--- config.mk ---
export PLATFORM = sky130hd
export DESIGN_NAME = mem_2p_access_ctrl_flat
export DESIGN_NICKNAME = d
export VERILOG_FILES = /design/src/rtl/mem_2p_pkg.sv /design/src/rtl/mem_2p_access_ctrl_if.sv /design/src/rtl/mem_2p_rsp_fifo.sv /design/src/rtl/mem_2p_access_ctrl.sv /design/src/flat_wrapper.sv
export SDC_FILE = /design/constraint.sdc
export NUM_CORES = 1
export LEC_CHECK = 0
export CAP_MARGIN = 20
export CORE_UTILIZATION = 42
export CTS_CLUSTER_SIZE = 24
export DETAILED_ROUTE_END_ITERATION = 10
export GPL_ROUTABILITY_DRIVEN = 0
export PLACE_DENSITY = 0.9
export RECOVER_POWER = 25
export SLEW_MARGIN = 30
export SYNTH_ARGS = -nofsm -noshare
export SYNTH_HDL_FRONTEND = slang
export SYNTH_SLANG_ARGS = --single-unit
--- constraint.sdc ---
create_clock -name clk -period 2.55 [get_ports clk]
set_input_delay 0.51 -clock clk [delete_from_list [all_inputs] [get_ports clk]]
set_output_delay 0.51 -clock clk [all_outputs]
set_load 0.01 [all_outputs]
--- src/rtl/mem_2p_pkg.sv ---
// Shared types and constants for the two-port memory access controller.
package mem_2p_pkg;

    typedef enum logic [2:0] {
        ST_ACTIVE = 3'd0,
        ST_LS     = 3'd1,
        ST_WAKE   = 3'd2,
        ST_DRAIN  = 3'd3,
        ST_DS     = 3'd4,
        ST_SD     = 3'd5
    } mem_2p_state_e;

    localparam logic [1:0] PWR_NORMAL = 2'b00;
    localparam logic [1:0] PWR_DS     = 2'b01;
    localparam logic [1:0] PWR_SD     = 2'b10;

    // Write-mask value that leaves every memory bit untouched, for widths up to 64.
    function automatic logic [63:0] ones_mask(input int unsigned w);
        if (w >= 64) return '1;
        return (64'd1 << w) - 64'd1;
    endfunction

endpackage

--- src/rtl/mem_2p_access_ctrl_if.sv ---
// Request/response streams between datapath logic and the memory access controller.
interface mem_2p_access_ctrl_if #(
    parameter int AW = 5,
    parameter int DW = 8
);
    // Each stream transfers on a rising edge where vld & rdy are both high; a source
    // holds vld and its payload steady until that edge, and rdy may depend on vld.
    logic          wr_vld;
    logic          wr_rdy;
    logic [AW-1:0] wr_addr;
    logic [DW-1:0] wr_data;
    logic [DW-1:0] wr_mask;

    logic          rd_vld;
    logic          rd_rdy;
    logic [AW-1:0] rd_addr;

    logic          rsp_vld;
    logic          rsp_rdy;
    logic [DW-1:0] rsp_data;

    modport master (
        output wr_vld, wr_addr, wr_data, wr_mask, rd_vld, rd_addr, rsp_rdy,
        input  wr_rdy, rd_rdy, rsp_vld, rsp_data
    );

    modport slave (
        input  wr_vld, wr_addr, wr_data, wr_mask, rd_vld, rd_addr, rsp_rdy,
        output wr_rdy, rd_rdy, rsp_vld, rsp_data
    );

endinterface

--- src/rtl/mem_2p_rsp_fifo.sv ---
// Two-entry FIFO holding read data returned by the memory until the consumer takes it.
module mem_2p_rsp_fifo #(
    parameter int DW = 8
) (
    input  logic          clk,
    input  logic          arst_n,
    input  logic          push,
    input  logic [DW-1:0] push_data,
    input  logic          pop,
    output logic [DW-1:0] head,
    output logic [1:0]    count
);

    logic [DW-1:0] slots [2];
    logic          wr_ptr;
    logic          rd_ptr;
    logic          push_ok;
    logic          pop_ok;

    // Overflow and underflow requests are dropped rather than corrupting the pointers.
    assign push_ok = push && (count != 2'd2);
    assign pop_ok  = pop && (count != 2'd0);
    assign head    = slots[rd_ptr];

    always_ff @(posedge clk or negedge arst_n) begin
        if (!arst_n) begin
            slots[0] <= '0;
            slots[1] <= '0;
            wr_ptr   <= 1'b0;
            rd_ptr   <= 1'b0;
            count    <= 2'd0;
        end else begin
            if (push_ok) begin
                slots[wr_ptr] <= push_data;
                wr_ptr        <= ~wr_ptr;
            end
            if (pop_ok) rd_ptr <= ~rd_ptr;
            case ({push_ok, pop_ok})
                2'b10:   count <= count + 2'd1;
                2'b01:   count <= count - 2'd1;
                default: count <= count;
            endcase
        end
    end

endmodule

--- src/rtl/mem_2p_access_ctrl.sv ---
// Drives a calypto_mem_2p: port-A writes, port-B reads with buffered responses,
// same-address conflict avoidance and light-sleep / deep-sleep / shutdown sequencing.
module mem_2p_access_ctrl
    import mem_2p_pkg::*;
#(
    parameter int AW      = 5,
    parameter int DW      = 8,
    parameter int IDLE_LS = 8
) (
    input  logic                 clk,
    input  logic                 arst_n,
    mem_2p_access_ctrl_if.slave  bus,
    input  logic [1:0]           pwr_req,
    output logic                 pwr_ack,
    output logic                 mea,
    output logic                 rwa,
    output logic [AW-1:0]        wadra,
    output logic [AW-1:0]        radra,
    output logic [DW-1:0]        da,
    output logic [DW-1:0]        wma,
    output logic                 meb,
    output logic                 rwb,
    output logic [AW-1:0]        wadrb,
    output logic [AW-1:0]        radrb,
    output logic [DW-1:0]        db,
    output logic [DW-1:0]        wmb,
    input  logic [DW-1:0]        qb,
    output logic                 ls,
    output logic                 ds,
    output logic                 sd,
    output mem_2p_state_e        state_dbg
);

    localparam logic [63:0]   ONES_64   = ones_mask(DW);
    localparam logic [DW-1:0] MASK_ONES = ONES_64[DW-1:0];
    localparam int            IW        = (IDLE_LS > 1) ? $clog2(IDLE_LS) : 1;
    localparam logic [IW-1:0] IDLE_LIM  = IW'((IDLE_LS > 0) ? IDLE_LS - 1 : 0);

    mem_2p_state_e state;
    logic [IW-1:0] idle_cnt;
    logic          inflight;
    logic [1:0]    fifo_count;
    logic [2:0]    credit;
    logic          active;
    logic          any_vld;
    logic          pwr_off;
    logic          rd_fire;
    logic          wr_fire;
    logic          conflict;
    mem_2p_state_e pwr_dest;

    assign active   = (state == ST_ACTIVE);
    assign any_vld  = bus.wr_vld | bus.rd_vld;
    assign pwr_off  = (pwr_req != PWR_NORMAL);
    assign pwr_dest = (pwr_req == PWR_DS) ? ST_DS : ST_SD;
    assign credit   = {1'b0, fifo_count} + {2'b00, inflight};

    assign bus.rd_rdy = active && (credit < 3'd2);
    assign rd_fire    = bus.rd_vld & bus.rd_rdy;

    // A masked write to the address being read this cycle is held off one cycle,
    // so the read sees old data and the memory never sees the collision.
    assign conflict   = rd_fire && bus.wr_vld && (bus.wr_addr == bus.rd_addr)
                        && (bus.wr_mask != MASK_ONES);
    assign bus.wr_rdy = active && !conflict;
    assign wr_fire    = bus.wr_vld & bus.wr_rdy;

    assign mea   = wr_fire;
    assign rwa   = wr_fire;
    assign wadra = bus.wr_addr;
    assign radra = '0;
    assign da    = bus.wr_data;
    assign wma   = bus.wr_mask;

    assign meb   = rd_fire;
    assign rwb   = 1'b0;
    assign wadrb = '0;
    assign radrb = bus.rd_addr;
    assign db    = '0;
    assign wmb   = MASK_ONES;

    assign bus.rsp_vld = (fifo_count != 2'd0);
    assign state_dbg   = state;

    mem_2p_rsp_fifo #(.DW(DW)) u_rsp_fifo (
        .clk       (clk),
        .arst_n    (arst_n),
        .push      (inflight),
        .push_data (qb),
        .pop       (bus.rsp_vld & bus.rsp_rdy),
        .head      (bus.rsp_data),
        .count     (fifo_count)
    );

    always_ff @(posedge clk or negedge arst_n) begin
        if (!arst_n) begin
            state    <= ST_ACTIVE;
            idle_cnt <= '0;
            inflight <= 1'b0;
            ls       <= 1'b0;
            ds       <= 1'b0;
            sd       <= 1'b0;
            pwr_ack  <= 1'b0;
        end else begin
            inflight <= rd_fire;
            case (state)
                ST_ACTIVE: begin
                    if (pwr_off) begin
                        state    <= ST_DRAIN;
                        idle_cnt <= '0;
                    end else if (any_vld) begin
                        idle_cnt <= '0;
                    end else if (IDLE_LS != 0) begin
                        if (idle_cnt == IDLE_LIM) begin
                            state    <= ST_LS;
                            ls       <= 1'b1;
                            idle_cnt <= '0;
                        end else begin
                            idle_cnt <= idle_cnt + 1'b1;
                        end
                    end
                end
                ST_LS: begin
                    if (pwr_off) begin
                        state <= ST_DRAIN;
                        ls    <= 1'b0;
                    end else if (any_vld) begin
                        state <= ST_WAKE;
                        ls    <= 1'b0;
                    end
                end
                ST_WAKE: begin
                    state <= pwr_off ? ST_DRAIN : ST_ACTIVE;
                end
                // The last accepted read must land in the response buffer before sleeping.
                ST_DRAIN: begin
                    if (!pwr_off) begin
                        state <= ST_WAKE;
                    end else if (!inflight) begin
                        state   <= pwr_dest;
                        ds      <= (pwr_req == PWR_DS);
                        sd      <= (pwr_req != PWR_DS);
                        pwr_ack <= 1'b1;
                    end
                end
                ST_DS, ST_SD: begin
                    if (!pwr_off) begin
                        state   <= ST_WAKE;
                        ds      <= 1'b0;
                        sd      <= 1'b0;
                        pwr_ack <= 1'b0;
                    end else begin
                        state <= pwr_dest;
                        ds    <= (pwr_req == PWR_DS);
                        sd    <= (pwr_req != PWR_DS);
                    end
                end
                default: begin
                    state   <= ST_ACTIVE;
                    ls      <= 1'b0;
                    ds      <= 1'b0;
                    sd      <= 1'b0;
                    pwr_ack <= 1'b0;
                end
            endcase
        end
    end

endmodule
--- src/flat_wrapper.sv ---
// flat-port wrapper written by rule: the top's interface ports become plain ports
module mem_2p_access_ctrl_flat import mem_2p_pkg::*;
#(
    parameter int AW      = 5,
    parameter int DW      = 8,
    parameter int IDLE_LS = 8
)
  (clk, arst_n, pwr_req, pwr_ack, mea, rwa, wadra, radra, da, wma, meb, rwb, wadrb, radrb, db, wmb, qb, ls, ds, sd, state_dbg, bus_wr_vld, bus_wr_addr, bus_wr_data, bus_wr_mask, bus_rd_vld, bus_rd_addr, bus_rsp_rdy, bus_wr_rdy, bus_rd_rdy, bus_rsp_vld, bus_rsp_data);
  mem_2p_access_ctrl_if #(.AW(AW), .DW(DW)) bus_i ();
  input  logic clk;
  input  logic arst_n;
  input  logic [1:0] pwr_req;
  output logic pwr_ack;
  output logic mea;
  output logic rwa;
  output logic [AW-1:0] wadra;
  output logic [AW-1:0] radra;
  output logic [DW-1:0] da;
  output logic [DW-1:0] wma;
  output logic meb;
  output logic rwb;
  output logic [AW-1:0] wadrb;
  output logic [AW-1:0] radrb;
  output logic [DW-1:0] db;
  output logic [DW-1:0] wmb;
  input  logic [DW-1:0] qb;
  output logic ls;
  output logic ds;
  output logic sd;
  output mem_2p_state_e state_dbg;
  input wire logic [$bits(bus_i.wr_vld)-1:0] bus_wr_vld;
  input wire logic [$bits(bus_i.wr_addr)-1:0] bus_wr_addr;
  input wire logic [$bits(bus_i.wr_data)-1:0] bus_wr_data;
  input wire logic [$bits(bus_i.wr_mask)-1:0] bus_wr_mask;
  input wire logic [$bits(bus_i.rd_vld)-1:0] bus_rd_vld;
  input wire logic [$bits(bus_i.rd_addr)-1:0] bus_rd_addr;
  input wire logic [$bits(bus_i.rsp_rdy)-1:0] bus_rsp_rdy;
  output wire logic [$bits(bus_i.wr_rdy)-1:0] bus_wr_rdy;
  output wire logic [$bits(bus_i.rd_rdy)-1:0] bus_rd_rdy;
  output wire logic [$bits(bus_i.rsp_vld)-1:0] bus_rsp_vld;
  output wire logic [$bits(bus_i.rsp_data)-1:0] bus_rsp_data;
  assign bus_i.wr_vld = bus_wr_vld;
  assign bus_i.wr_addr = bus_wr_addr;
  assign bus_i.wr_data = bus_wr_data;
  assign bus_i.wr_mask = bus_wr_mask;
  assign bus_i.rd_vld = bus_rd_vld;
  assign bus_i.rd_addr = bus_rd_addr;
  assign bus_i.rsp_rdy = bus_rsp_rdy;
  assign bus_wr_rdy = bus_i.wr_rdy;
  assign bus_rd_rdy = bus_i.rd_rdy;
  assign bus_rsp_vld = bus_i.rsp_vld;
  assign bus_rsp_data = bus_i.rsp_data;
  mem_2p_access_ctrl #(.AW(AW), .DW(DW), .IDLE_LS(IDLE_LS)) u_core (.clk(clk), .arst_n(arst_n), .bus(bus_i), .pwr_req(pwr_req), .pwr_ack(pwr_ack), .mea(mea), .rwa(rwa), .wadra(wadra), .radra(radra), .da(da), .wma(wma), .meb(meb), .rwb(rwb), .wadrb(wadrb), .radrb(radrb), .db(db), .wmb(wmb), .qb(qb), .ls(ls), .ds(ds), .sd(sd), .state_dbg(state_dbg));
endmodule
==> results.ini <==
[sta]
drv_slew=0
hold_viol=0
hold_slack_ns=0.5109
setup_viol=0
fin_crit_sh_pct=90.56
rsz0062_at_grt=false
finClkSkew_ns=0.005202
max_freq_mhz=433.0
fin_crit_ns=2.309

[logic_synthesis]
syn_avg_cell_area_um2=11.30
ys_types=42
yosys.area.top_type_share_pct=37.30
yosysWarnings=0
yosys-top-cells-area=dfrtp_1 (37%), buf_4 (19%), mux2_4 (12%)
synth_cells=184
yosysTopAreaCell=dfrtp_1
synth-seq-cells=31
syn_area_um2=2079
yosysSeqAreaShare_pct=37.30

[layout]
utilization_pct=56.11
final_nets=279
area_delta_synth_final_pct=28.28
antenna_cells=0
drive_gt1_share_pct=22.46
final_area_um2=2668
fin_cells=303

[place]
portBuffers=71
hpwl_um=3254
placedCellCount=295
dpl_cell_area_um2=2572

[setup_path]
reg2reg_depth=6
required_ns=2.04
crit_slowest_cell=clkdlybuf4s50_1
crit_type=in2out
r2r-end=u_core.u_rsp_fifo.count[1]$_DFFE_PN0P_
crit_buf_inv=2
critPathMaxFanout=2
max_stage_delay_ns=0.50
crit_family=buffers and inverters
cp-start-kind=primary input
worstPathArrival_ns=1.80
endpoint_kind=output port
ff2ff_setup_slack_ns=0.86
regToRegStartpoint=u_core.u_rsp_fifo.count[0]$_DFFE_PN0P_
cp_cell_sequence=clkdlybuf4s50_1, xnor2_1, nand4_1, nor2_2, a31oi_1, dlygate4sd2_1

[power]
netSwitchingFraction_pct=34.96
p_total_mw=2.603
pwr-share-comb_pct=49.7
pwr-share-seq_pct=36.1
ir_worst_vdd_uv=394.3
p_per_area_nw_per_um2=975.9
pwr-share-clk_pct=14.2
leakagePower_nw=1.207
p_sw_uw=910.1
intPower_mw=1.693

[grt]
met3_usage_pct=3.333
grt.met2_usage_pct=28.76
grt-busiest-layer=met2
grt_overflow=0
grt_pass1_vias=1328
grt_max_degree=32
grtUsageMet1_pct=20.72
gr-usage-all-layers_pct=16.83
grt_pass1_wl_um=6706
antenna_found_initial=0

[status]
status=finished clean

[clock_network]
insertion_delay_ns=0.29
cts_tree=done
root_buffer=clkbuf_8
cts.clk_slew.worst_paths_ns=0.06
htreeDepth=2
clkSinkCount=31
numCtsBuffers=5
cts_buffer_depth=2

[worst_hold_path]
holdCritPathClass=reg2reg
hold_end=u_core.u_rsp_fifo.slots[9]$_DFFE_PN0P_
hold_depth=1
hold_start=u_core.u_rsp_fifo.slots[9]$_DFFE_PN0P_

[routing]
vias=1346
vias_per_cell=4.442
drc_errors=0
drtIter0Drc=40
postRouteWirelength_um=4192
first_pass_iters=5
final_antenna_net_count=0
wl_per_cell_um=13.83

[floorplanning]
coreArea_um2=4755
die_w_um=72.37
initial_utilization_pct=43.74
ios=115
fp-row-count=25
die-height_um=72.37
die_area_um2=5237

[job]
cap_violations=0

==> how the worst max path moves through the flow <==
stage / cells after the start / start / endpoint
floorplan: 4 / u_core.state_dbg[0]$_DFFE_PN0P_ / rwa
global placement: 6 / bus_wr_mask[2] / mea
detailed placement: 6 / bus_wr_mask[2] / mea
CTS: 5 / u_core.state_dbg[0]$_DFFE_PN0P_ / bus_wr_rdy
global route: 6 / bus_wr_addr[3] / rwa
finish: 6 / bus_rd_addr[3] / mea
==> flip-flops by register name, indices dropped and copies added (netlist names) <==
signal	flops
u_core.u_rsp_fifo.wr_ptr	1
u_core.sd	1
u_core.ls	1
u_core.idle_cnt	3
u_core.u_rsp_fifo.rd_ptr	1
u_core.pwr_ack	1
u_core.inflight	1
u_core.u_rsp_fifo.slots	16
u_core.state_dbg	3
u_core.ds	1
u_core.u_rsp_fifo.count	2
==> through the flow <==
step | setup WS (ns) | TNS [ns]
floorplan | 0.7850 | 0
global placement | -0.01880 | -0.03617
detailed placement | -0.03009 | -0.05669
CTS | 0.01854 | 0
global route | 0.1323 | 0
finish | 0.2407 | 0
==> layout by cell type (no fill, tap or decap), types with 3 or more instances in the layout <==
| master | instances |
|---|---|
| clkdlybuf4s50_1 | 67 |
| dfrtp_1 | 29 |
| conb_1 | 27 |
| mux2_4 | 16 |
| xnor2_1 | 9 |
| mux2_2 | 8 |
| clkbuf_8 | 5 |
| buf_4 | 5 |
| nor2_1 | 4 |
| nand2_1 | 4 |
| and2_1 | 3 |
| nand4_1 | 3 |
| a22o_1 | 3 |
| o21ai_0 | 3 |
| o21ai_1 | 3 |
| ha_1 | 3 |
| clkinv_2 | 3 |
==> kinds of logic after synthesis <==
| logic type | synth area share [%] |
|---|---|
| buffers and inverters | 21.54 |
| flip-flops | 37.30 |
| AND/OR/NAND/NOR | 9.507 |
| multiplexers | 16.37 |
| AO/OA/AOI/OAI | 8.906 |
| XOR/XNOR | 4.212 |
| adder cells (fa/ha/maj) | 1.805 |
| other | 0.3611 |
==> final cells by class <==
type | instances | area, µm²
clock buffers | 5 | 68.82
clock inverters | 3 | 15.01
fillers | 397 | 2087
inverters | 4 | 15.01
multi-input cells | 117 | 958.4
flip-flops and latches | 31 | 778.2
well taps | 67 | 83.83
repair buffers | 76 | 748.2
==> what timing repair did <==
action,4_1_cts,5_1_grt
setup endpoints to repair,3,1
buffers inserted,0,0
hold buffers,0,0
gates resized for setup,3,4
==> metal layers <==
layer,up-vias,wire length (µm)
met5,-,0
met4,0,63
met3,7,147
met2,36,2249
met1,646,1730
li1,657,-
==> power by group through the flow <==
| stage | logic, mW | registers, mW | clock network, mW |
|---|---|---|---|
| final | 1.29 | 0.940 | 0.369 |
| after global routing | 1.39 | 0.968 | 0.410 |
| after CTS | 1.30 | 0.931 | 0.375 |
| after global placement | 1.26 | 0.911 | 0 |
| after detailed placement | 1.30 | 0.928 | 0 |
| after floorplan | 0.868 | 0.864 | 0 |
==> synth_stat cells <==
master and n:
nor4_2 1, o211a_1 1, nand3_1 1, o211ai_1 1
mux2_2 8, ha_1 3, mux2_4 16, a2bb2oi_1 1
nand2_1 4, a21oi_2 2, nand4_1 3, o21ai_0 3
and2_1 3, o21ai_1 3, or2_2 1, mux2i_1 1
nand4b_1 1, o21ai_4 1, buf_4 54, conb_1 2
a31oi_1 2, nand3b_1 1, a21oi_1 2, nor2_8 1
inv_2 2, dfrtp_1 31, nor3_2 1, o31ai_1 1
xnor2_1 9, buf_2 1, o211ai_4 1, a32o_1 1
nor2_1 5, buf_6 2, nor2b_1 2, a22o_1 3
and3_4 2, nor3_1 2, or3_4 1, o21a_1 1
inv_1 2, xor2_1 1
No activity file was read; power rests on OpenSTA's default activity.
